==> src/rtl/egg_pkg.sv <==
// -----------------------------------------------------------------------------
// egg_pkg
// Shared definitions for the egg incubator: slot count, hatch delay floor,
// counter/score widths, the spawn FSM state encoding and two small helpers
// (rand-to-delay conversion and a collect-mask population count).
// No ports; imported by egg_slot and egg_incubator.
// -----------------------------------------------------------------------------
package egg_pkg;

    localparam int NSLOT     = 4;
    localparam int MIN_DELAY = 8;
    localparam int CNT_W     = 6;
    localparam int SCORE_W   = 8;
    localparam int RAND_W    = 7;

    typedef enum logic [1:0] {
        IDLE = 2'd0,
        REQ  = 2'd1,
        WAIT = 2'd2,
        LOAD = 2'd3
    } egg_state_t;

    // Only the low five random bits set the delay, giving 8..39 ticks,
    // which always fits in the 6-bit slot counter.
    function automatic logic [CNT_W-1:0] hatchDelay(input logic [4:0] randLow);
        return CNT_W'(MIN_DELAY) + {1'b0, randLow};
    endfunction

    // Number of slots collected in one cycle (0..NSLOT).
    function automatic logic [2:0] popCount(input logic [NSLOT-1:0] vec);
        logic [2:0] sum;
        sum = '0;
        for (int i = 0; i < NSLOT; i++) begin
            sum = sum + {2'b00, vec[i]};
        end
        return sum;
    endfunction

endpackage

==> src/rtl/egg_slot.sv <==
// -----------------------------------------------------------------------------
// egg_slot
// One incubator slot: occupancy flag, hatched flag and the hatch countdown.
// Ports:
//   clk_i, rst_i   clock, asynchronous active-high reset
//   load_i         place a new egg with delay loadCnt_i (slot must be free)
//   loadCnt_i      hatch delay in ticks
//   tick_i         game-time enable; counts down an incubating egg
//   collect_i      player collect request for this slot
//   valid_o        slot occupied
//   hatched_o      egg hatched, waiting to be collected
//   collected_o    this cycle's collect actually took a hatched chick
// -----------------------------------------------------------------------------
module egg_slot
    import egg_pkg::*;
(
    input  logic             clk_i,
    input  logic             rst_i,
    input  logic             load_i,
    input  logic [CNT_W-1:0] loadCnt_i,
    input  logic             tick_i,
    input  logic             collect_i,
    output logic             valid_o,
    output logic             hatched_o,
    output logic             collected_o
);

    logic             valid_q,   valid_d;
    logic             hatched_q, hatched_d;
    logic [CNT_W-1:0] cnt_q,     cnt_d;

    // Load only ever targets a free slot and collect only acts on a hatched
    // one, so they never meet; load is still given priority so a freshly
    // loaded egg ignores a coincident tick. Collect beats tick on a hatched
    // slot, and a hatched slot no longer counts.
    always_comb begin
        valid_d   = valid_q;
        hatched_d = hatched_q;
        cnt_d     = cnt_q;
        if (load_i) begin
            valid_d   = 1'b1;
            hatched_d = 1'b0;
            cnt_d     = loadCnt_i;
        end else if (collect_i && hatched_q) begin
            valid_d   = 1'b0;
            hatched_d = 1'b0;
            cnt_d     = '0;
        end else if (tick_i && valid_q && !hatched_q) begin
            cnt_d = cnt_q - 1'b1;
            if (cnt_q == CNT_W'(1)) begin
                hatched_d = 1'b1;
            end
        end
    end

    always_ff @(posedge clk_i or posedge rst_i) begin
        if (rst_i) begin
            valid_q   <= 1'b0;
            hatched_q <= 1'b0;
            cnt_q     <= '0;
        end else begin
            valid_q   <= valid_d;
            hatched_q <= hatched_d;
            cnt_q     <= cnt_d;
        end
    end

    assign valid_o     = valid_q;
    assign hatched_o   = hatched_q;
    assign collected_o = collect_i && hatched_q && !load_i;

endmodule

==> src/rtl/egg_incubator.sv <==
// -----------------------------------------------------------------------------
// egg_incubator
// Turns spawn requests into eggs: strobes the random generator, samples its
// value two cycles later, loads the lowest free slot with the resulting hatch
// delay, and keeps a saturating score of collected chicks.
// Ports:
//   clk_i, rst_i    clock, asynchronous active-high reset
//   spawn_i         one-cycle request for a new egg
//   tick_i          one-cycle game-time enable
//   collect_i       per-slot collect requests
//   rand_i          random value from the generator (bits 6:5 unused)
//   st_o            start strobe to the generator, one cycle per accepted spawn
//   egg_valid_o     slot occupied
//   hatched_o       slot hatched and awaiting collection
//   full_o          every slot occupied
//   spawn_drop_o    one-cycle pulse for a rejected spawn
//   score_o         collected chicks, saturating at 255
// -----------------------------------------------------------------------------
module egg_incubator
    import egg_pkg::*;
(
    input  logic               clk_i,
    input  logic               rst_i,
    input  logic               spawn_i,
    input  logic               tick_i,
    input  logic [NSLOT-1:0]   collect_i,
    input  logic [RAND_W-1:0]  rand_i,
    output logic               st_o,
    output logic [NSLOT-1:0]   egg_valid_o,
    output logic [NSLOT-1:0]   hatched_o,
    output logic               full_o,
    output logic               spawn_drop_o,
    output logic [SCORE_W-1:0] score_o
);

    egg_state_t         state_q;
    logic               st_q;
    logic               spawnDrop_q;
    logic [SCORE_W-1:0] score_q, score_d;
    logic [SCORE_W:0]   scoreSum;

    logic [NSLOT-1:0]   validVec;
    logic [NSLOT-1:0]   hatchedVec;
    logic [NSLOT-1:0]   collectedVec;
    logic [NSLOT-1:0]   loadVec;
    logic               freeFound;
    logic               fullNow;
    logic [CNT_W-1:0]   loadCnt;
    logic               unused_rand_bits;

    assign fullNow          = &validVec;
    assign loadCnt          = hatchDelay(rand_i[4:0]);
    assign unused_rand_bits = ^rand_i[6:5];

    // Lowest free slot, judged on the registered occupancy at the start of
    // the LOAD cycle; a slot freed by a collect in that same cycle is only
    // seen as free from the next cycle on.
    always_comb begin
        loadVec   = '0;
        freeFound = 1'b0;
        for (int i = 0; i < NSLOT; i++) begin
            if (!validVec[i] && !freeFound) begin
                loadVec[i] = (state_q == LOAD);
                freeFound  = 1'b1;
            end
        end
    end

    for (genvar g = 0; g < NSLOT; g++) begin : gSlot
        egg_slot uSlot (
            .clk_i       (clk_i),
            .rst_i       (rst_i),
            .load_i      (loadVec[g]),
            .loadCnt_i   (loadCnt),
            .tick_i      (tick_i),
            .collect_i   (collect_i[g]),
            .valid_o     (validVec[g]),
            .hatched_o   (hatchedVec[g]),
            .collected_o (collectedVec[g])
        );
    end

    // Spawn sequencer. st and spawn_drop are registered one-cycle pulses
    // produced alongside the state transition. A spawn is never queued: any
    // spawn outside IDLE, or in IDLE while full, is dropped. A LOAD that finds
    // no free slot is also reported as a drop.
    always_ff @(posedge clk_i or posedge rst_i) begin
        if (rst_i) begin
            state_q     <= IDLE;
            st_q        <= 1'b0;
            spawnDrop_q <= 1'b0;
        end else begin
            st_q        <= 1'b0;
            spawnDrop_q <= 1'b0;
            case (state_q)
                IDLE: begin
                    if (spawn_i) begin
                        if (fullNow) begin
                            spawnDrop_q <= 1'b1;
                        end else begin
                            state_q <= REQ;
                            st_q    <= 1'b1;
                        end
                    end
                end
                REQ: begin
                    state_q     <= WAIT;
                    spawnDrop_q <= spawn_i;
                end
                WAIT: begin
                    state_q     <= LOAD;
                    spawnDrop_q <= spawn_i;
                end
                LOAD: begin
                    state_q     <= IDLE;
                    spawnDrop_q <= spawn_i || !freeFound;
                end
                default: state_q <= IDLE;
            endcase
        end
    end

    // Several chicks may be collected in one cycle; the sum is formed one bit
    // wider so overflow can be clamped to all-ones.
    assign scoreSum = {1'b0, score_q} + {{(SCORE_W-2){1'b0}}, popCount(collectedVec)};

    always_comb begin
        score_d = scoreSum[SCORE_W] ? {SCORE_W{1'b1}} : scoreSum[SCORE_W-1:0];
    end

    always_ff @(posedge clk_i or posedge rst_i) begin
        if (rst_i) begin
            score_q <= '0;
        end else begin
            score_q <= score_d;
        end
    end

    assign st_o         = st_q;
    assign egg_valid_o  = validVec;
    assign hatched_o    = hatchedVec;
    assign full_o       = fullNow;
    assign spawn_drop_o = spawnDrop_q;
    assign score_o      = score_q;

endmodule

==> config.mk <==
export PLATFORM = sky130hd
export DESIGN_NAME = egg_incubator
export DESIGN_NICKNAME = d
export VERILOG_FILES = /design/src/rtl/egg_pkg.sv /design/src/rtl/egg_slot.sv /design/src/rtl/egg_incubator.sv
export SDC_FILE = /design/constraint.sdc
export NUM_CORES = 1
export LEC_CHECK = 0
export ABC_AREA = 1
export BUFFER_PORTS_ARGS = -buffer_cell sky130_fd_sc_hd__buf_2
export CORE_MARGIN = 2
export CORE_UTILIZATION = 60
export CTS_BUF_LIST = sky130_fd_sc_hd__clkbuf_8
export CTS_CLUSTER_DIAMETER = 40
export DETAILED_ROUTE_END_ITERATION = 8
export GPL_TIMING_DRIVEN = 0
export PLACE_DENSITY = 0.93
export SLEW_MARGIN = 20
export SYNTH_ARGS = -nofsm -noshare
export SYNTH_HDL_FRONTEND = slang
export SYNTH_SLANG_ARGS = --single-unit
export TNS_END_PERCENT = 50
==> constraint.sdc <==
create_clock -name clk_i -period 3.59 [get_ports clk_i]
set_clock_uncertainty 0.2 [all_clocks]
set_input_delay 0.1795 -clock clk_i [delete_from_list [all_inputs] [get_ports clk_i]]
set_output_delay 0.1795 -clock clk_i [all_outputs]
set_load 0.01 [all_outputs]
* Word level (Yosys, flattened, before mapping)
Cells that the tools add are included.
** Word-level totals
- Flip-flop bits (word level) :: 44
- Bits of input ports :: 15
- Output and inout port bits :: 19
- Word-level logic and storage cells :: 142
** Cells by class
- Add/sub/neg operators :: 9
- Equal/unequal tests :: 9
- Muxes and demuxes :: 54
- Reductions and logical operators :: 54
** Operators with widths (number)
- $mux 6 :: 12
- $mux 1 :: 37
- $eq 6x1->1 const B :: 4
- $reduce_bool 3->1 :: 8
- $sub 6x1->6 const B :: 4
- $logic_and 1x1->1 :: 19
- $logic_not 1->1 :: 14
- $reduce_and 2->1 :: 5
- $add 8x3->9 :: 1
- $mux 8 :: 1
- $pmux 2 s4 :: 1
- $reduce_bool 2->1 :: 4
- $add 4x5->6 const A :: 1
- $eq 2x2->1 const B :: 2
- $mux 2 :: 2
- $ne 2x2->1 const B :: 2
- $reduce_and 4->1 :: 1
- $add 2x1->3 :: 1
- $add 3x1->3 :: 1
- $pmux 1 s3 :: 1
- $add 1x1->2 :: 1
- $eq 2x1->1 const B :: 1
- $logic_not 2->1 :: 1
- $reduce_or 2->1 :: 1
- $logic_or 1x1->1 :: 1

* Logic depth before layout (Yosys ltp)
- Word-level depth :: 14
- Gate-level depth with buffers :: 13
- Gate-level depth less buffers :: 13

* By module
Synthesis repeated with hierarchy kept, for this count alone.
** Second synthesis, totals
- Cell total of the unflattened synthesis :: 365
- Area, all modules :: 2867.8 um2
** Modules (own cells, without submodules)
- egg_slot :: instances 4, cells each 68, area each 528.0 um2, seq. area each 200.2 um2
- egg_incubator :: instances 1, cells each 93, area each 755.7 um2, seq. area each 300.3 um2

* Least setup slack after synthesis
Ideal clock, no wire load.
- Path type :: register to register
- Start :: register state_q[0]
- End :: register score_q[5] (netlist: score_o[5])
- Setup time :: 0.072 ns
- Arrival :: 2.660 ns
- Data required time :: 3.318 ns
- Setup slack :: 0.658 ns
- Cell stages (with the launch flop) :: 12
- Path buffers :: 0
- Clock period less this slack :: 2.932 ns
- Cell sequence :: dfrtp_1 ha_1 nand2_1 nand2_1 fa_1 fa_1 inv_1 fa_1 nand2_1 nor3_1 nand3_1 nand3_1
** On the way
- Cells in the longest elaborated chain, start to end :: 9
- Elaborated cells on any way between the ends :: 18
- Classes of those cells :: add/sub (4); eq/ne (1); mux (5); reduce/logical (8)
** Ends and longest elaborated chain
- from (decl) :: RTL line egg_incubator.sv:36 : egg_state_t state_q;
- from (signal assigned) :: RTL line egg_incubator.sv:89 : state_q <= IDLE;
- from (signal assigned) :: RTL line egg_incubator.sv:101 : state_q <= REQ;
- from (signal assigned) :: RTL line egg_incubator.sv:107 : state_q <= WAIT;
- $eq 2x2->1 (*) :: RTL line egg_incubator.sv:63 : loadVec[i] = (state_q == LOAD);
- $mux 1 :: RTL line egg_incubator.sv:62 : if (!validVec[i] && !freeFound) begin
- $logic_not 1->1 :: RTL line egg_slot.sv:70 : assign collected_o = collect_i && hatched_q && !load_i;
- $logic_and 1x1->1 :: RTL line egg_slot.sv:70
- $add 1x1->2 :: RTL line egg_pkg.sv:34 : sum = sum + {2'b00, vec[i]};
- $add 2x1->3 :: RTL line egg_pkg.sv:34
- $add 3x1->3 (*) :: RTL line egg_pkg.sv:34
- $add 8x3->9 (*) :: RTL line egg_incubator.sv:125 : assign scoreSum = {1'b0, score_q} + {{(SCORE_W-2){1'b0}}, popCount(collectedVec)};
- $mux 8 (*) :: RTL line egg_incubator.sv:128 : score_d = scoreSum[SCORE_W] ? {SCORE_W{1'b1}} : scoreSum[SCORE_W-1:0];
- net score_d[5] :: RTL line egg_incubator.sv:39 : logic [SCORE_W-1:0] score_q, score_d;
- to (signal assigned) :: RTL line egg_incubator.sv:135 : score_q <= score_d;
- to (decl) :: RTL line egg_incubator.sv:39
Mark *: on every way through the listed nets, which the timed path passes. The rest lies on a longest branch.
A chain may end at the register's enable or synchronous reset.

* Worst setup path after layout
Ends and elaborated chain as after synthesis.

==> results.json <==
{
  "synth_nets": 414,
  "worst_setup_path_end_kind": "flip-flop",
  "tns_ps": 0,
  "drive_gt1_frac": 0.139,
  "comb_power_share": 0.542,
  "vias": 2581,
  "synthTopCellsByArea": "dfrtp_1, nand2_1, nor2_1",
  "vias_per_cell": 5.41,
  "timing.rr.start": "state_q[0]",
  "synth_fa_ha_area_frac": 0.0803,
  "clock-sinks": 44,
  "yosysWarnings": 0,
  "cp-start-kind": "flip-flop",
  "dp_cells": 467,
  "drc": 0,
  "grt_max_degree": 30,
  "hold_viol": 0,
  "netlist.area_leader.share": 0.397,
  "synth_top_family_by_area": "simple AND/OR/NAND/NOR gates",
  "antenna_found_initial": 0,
  "synthSimpleGateAreaFrac": 0.319,
  "run_status": "complete, no violations",
  "synth_xor_area_frac": 0.0158,
  "nets": 456,
  "cts.path.max_buffers": 2,
  "drtAntennaViolNets": 0,
  "maxSlewHeadroom": 0.727,
  "yosysTopAreaCell": "dfrtp_1",
  "clock_latency_ps": 300,
  "rows": 24,
  "worstPathMaxFanout": 7,
  "maxCapViolations": 0,
  "crit_start": "state_q[0]",
  "ys_types": 26,
  "clockPowerShare": 0.108,
  "die_w_um": 72.0,
  "core_area_sq_um": 4410,
  "drt_iter0_drc": 228,
  "globalplace.congestion": 0.904,
  "synth_compound_area_frac": 0.0916,
  "hp-class": "primary input to flip-flop",
  "numCtsBuffers": 5,
  "n_antenna_cell": 0,
  "start_util": 0.628,
  "fin_area_sq_um": 3120,
  "path_class": "flip-flop to flip-flop",
  "worst_pin_slew_ps": 408,
  "fin_cells": 477,
  "synth-seq-cells": 44,
  "drt-pass1-iter-count": 7,
  "ctsResizeCount": 0,
  "die_area_sq_um": 5180,
  "wl_per_cell_um": 12.6,
  "setup_viol": 0,
  "r2r_cells": 11,
  "cts_max_level": 2,
  "post-route-period-util": 0.926,
  "seq_area_frac_synth": 0.397,
  "cts_root_buffer": "clkbuf_8",
  "drv_slew": 0,
  "layout.cells.most_common": "nand2_1",
  "r2r_end": "score_o[5]",
  "arrival_ps": 3350,
  "finalWirelength_mm": 6.02,
  "hpwlAfterDp_mm": 4.66,
  "grt_overflow": 0,
  "clk_pin_slew_ps": 80,
  "ios": 34,
  "fin_crit_ps": 3320,
  "fmax_mhz": 301,
  "grt_pass1_vias": 2388,
  "holdWs_ps": 7.73,
  "r2r_slack_ps": 270,
  "track_usage": 0.252,
  "netSwitchingPower_uw": 1280,
  "crit_required_ps": 3620,
  "endpoint": "score_o[5]",
  "syn_to_final_growth_pct": 12.5,
  "synth_area_sq_um": 2770,
  "grt_pass1_wl_mm": 10.3,
  "p_sw_frac": 0.473,
  "p_int_uw": 1420,
  "die_h_um": 72.0,
  "cts_tree": "built",
  "synth_cells": 383,
  "post_dp_cell_area_sq_um": 3010,
  "leakagePower_uw": 0.00173,
  "synthMuxAreaShare": 0,
  "rsz0062_at_grt": "no",
  "power_density_nw_per_um2": 865,
  "sequentialPowerShare": 0.349,
  "mostFrequentLayoutCells": "nand2_1, nor2_1, inv_1, dfrtp_1, buf_2",
  "vdd_drop_max_v": 0.000527,
  "synth_area_per_cell_sq_um": 7.24,
  "portBuffers": 31
}
[power groups by stage]
stage | clock network, uW | logic (uW) | registers, uW
floorplan | 0 | 1100 | 913
global placement | 0 | 1350 | 937
finish | 292 | 1460 | 943
global route | 316 | 1680 | 973
CTS | 295 | 1450 | 941
detailed placement | 0 | 1440 | 949
[layer usage]
metal	part of all wire	GRT usage
met1	0.45	0.331
met2	0.48	0.422
met3	0.060	0.0500
met4	0.015	0.0860
met5	0	0
[per-stage QoR]
step / power (uW) / setup slack, ps / util
CTS: 2690 / 269 / 0.707
global route: 2960 / 41.0 / 0.707
global placement: 2290 / 363 / 0.678
detailed placement: 2390 / 267 / 0.683
finish: 2700 / 266 / 0.707
floorplan: 2010 / 658 / -
[Yosys cell counts, drive strengths merged]
master and count:
nand3b 2, nor3 6, fa 3, a21o 1, ha 13, nand2 106
inv 53, xor2 4, nor2 58, nand3 29, xnor2 1, a21boi 2
o22ai 3, buf 9, a21oi 15, or2 1, o211ai 2, nand4 7
o21ai 23, dfrtp 44, a22oi 1
[repair_timing]
action,4_1_cts,5_1_grt
hold buffers,3,0
endpoints found under the hold margin,47,0
setup buffers,0,0
[area by class of cell]
type	instances	area [sq um]
clock inverters	2	8.76
inverters	53	199
clock buffers	5	68.8
flip-flops and latches	44	1100
multi-input cells	277	1410
plain buffers	9	67.6
well taps	52	65.1
fillers	330	1290
repair buffers	35	205
[sequential cells by signal (all words and copies together) (netlist names)]
signal,count
gSlot.uSlot.hatched_o,4
score_o,8
spawn_drop_o,1
state_q,2
gSlot.uSlot.valid_o,4
gSlot.uSlot.cnt_q,24
st_o,1
[worst max-delay path, stage by stage (launching register included)]
cell	delay, ps
dfrtp_1	390
ha_1	320
nand4_1	270
nand2_1	160
fa_1	440
fa_1	420
inv_1	90
fa_1	180
nand2_1	80
nor3_1	270
nand3_1	260
nand3_1	160
[worst min-delay path by stage]
stage / start / end / slack, ps / depth (start not counted)
global route: collect_i[0] / gSlot[0].uSlot.valid_o / 30 / 4
detailed placement: rst_i / gSlot[2].uSlot.cnt_q[2] / -20 / 2
floorplan: spawn_i / st_o / 120 / 2
global placement: spawn_i / st_o / 250 / 3
finish: collect_i[0] / gSlot[0].uSlot.valid_o / 8 / 4
CTS: collect_i[0] / gSlot[0].uSlot.valid_o / 3 / 4
[kinds of logic after synthesis]
family	count (synthesis)
fa+ha+maj	16
buf+inv	62
xor+xnor	5
flops	44
compound gates	47
simple gates	209
Power figures use the tool's default switching activity.
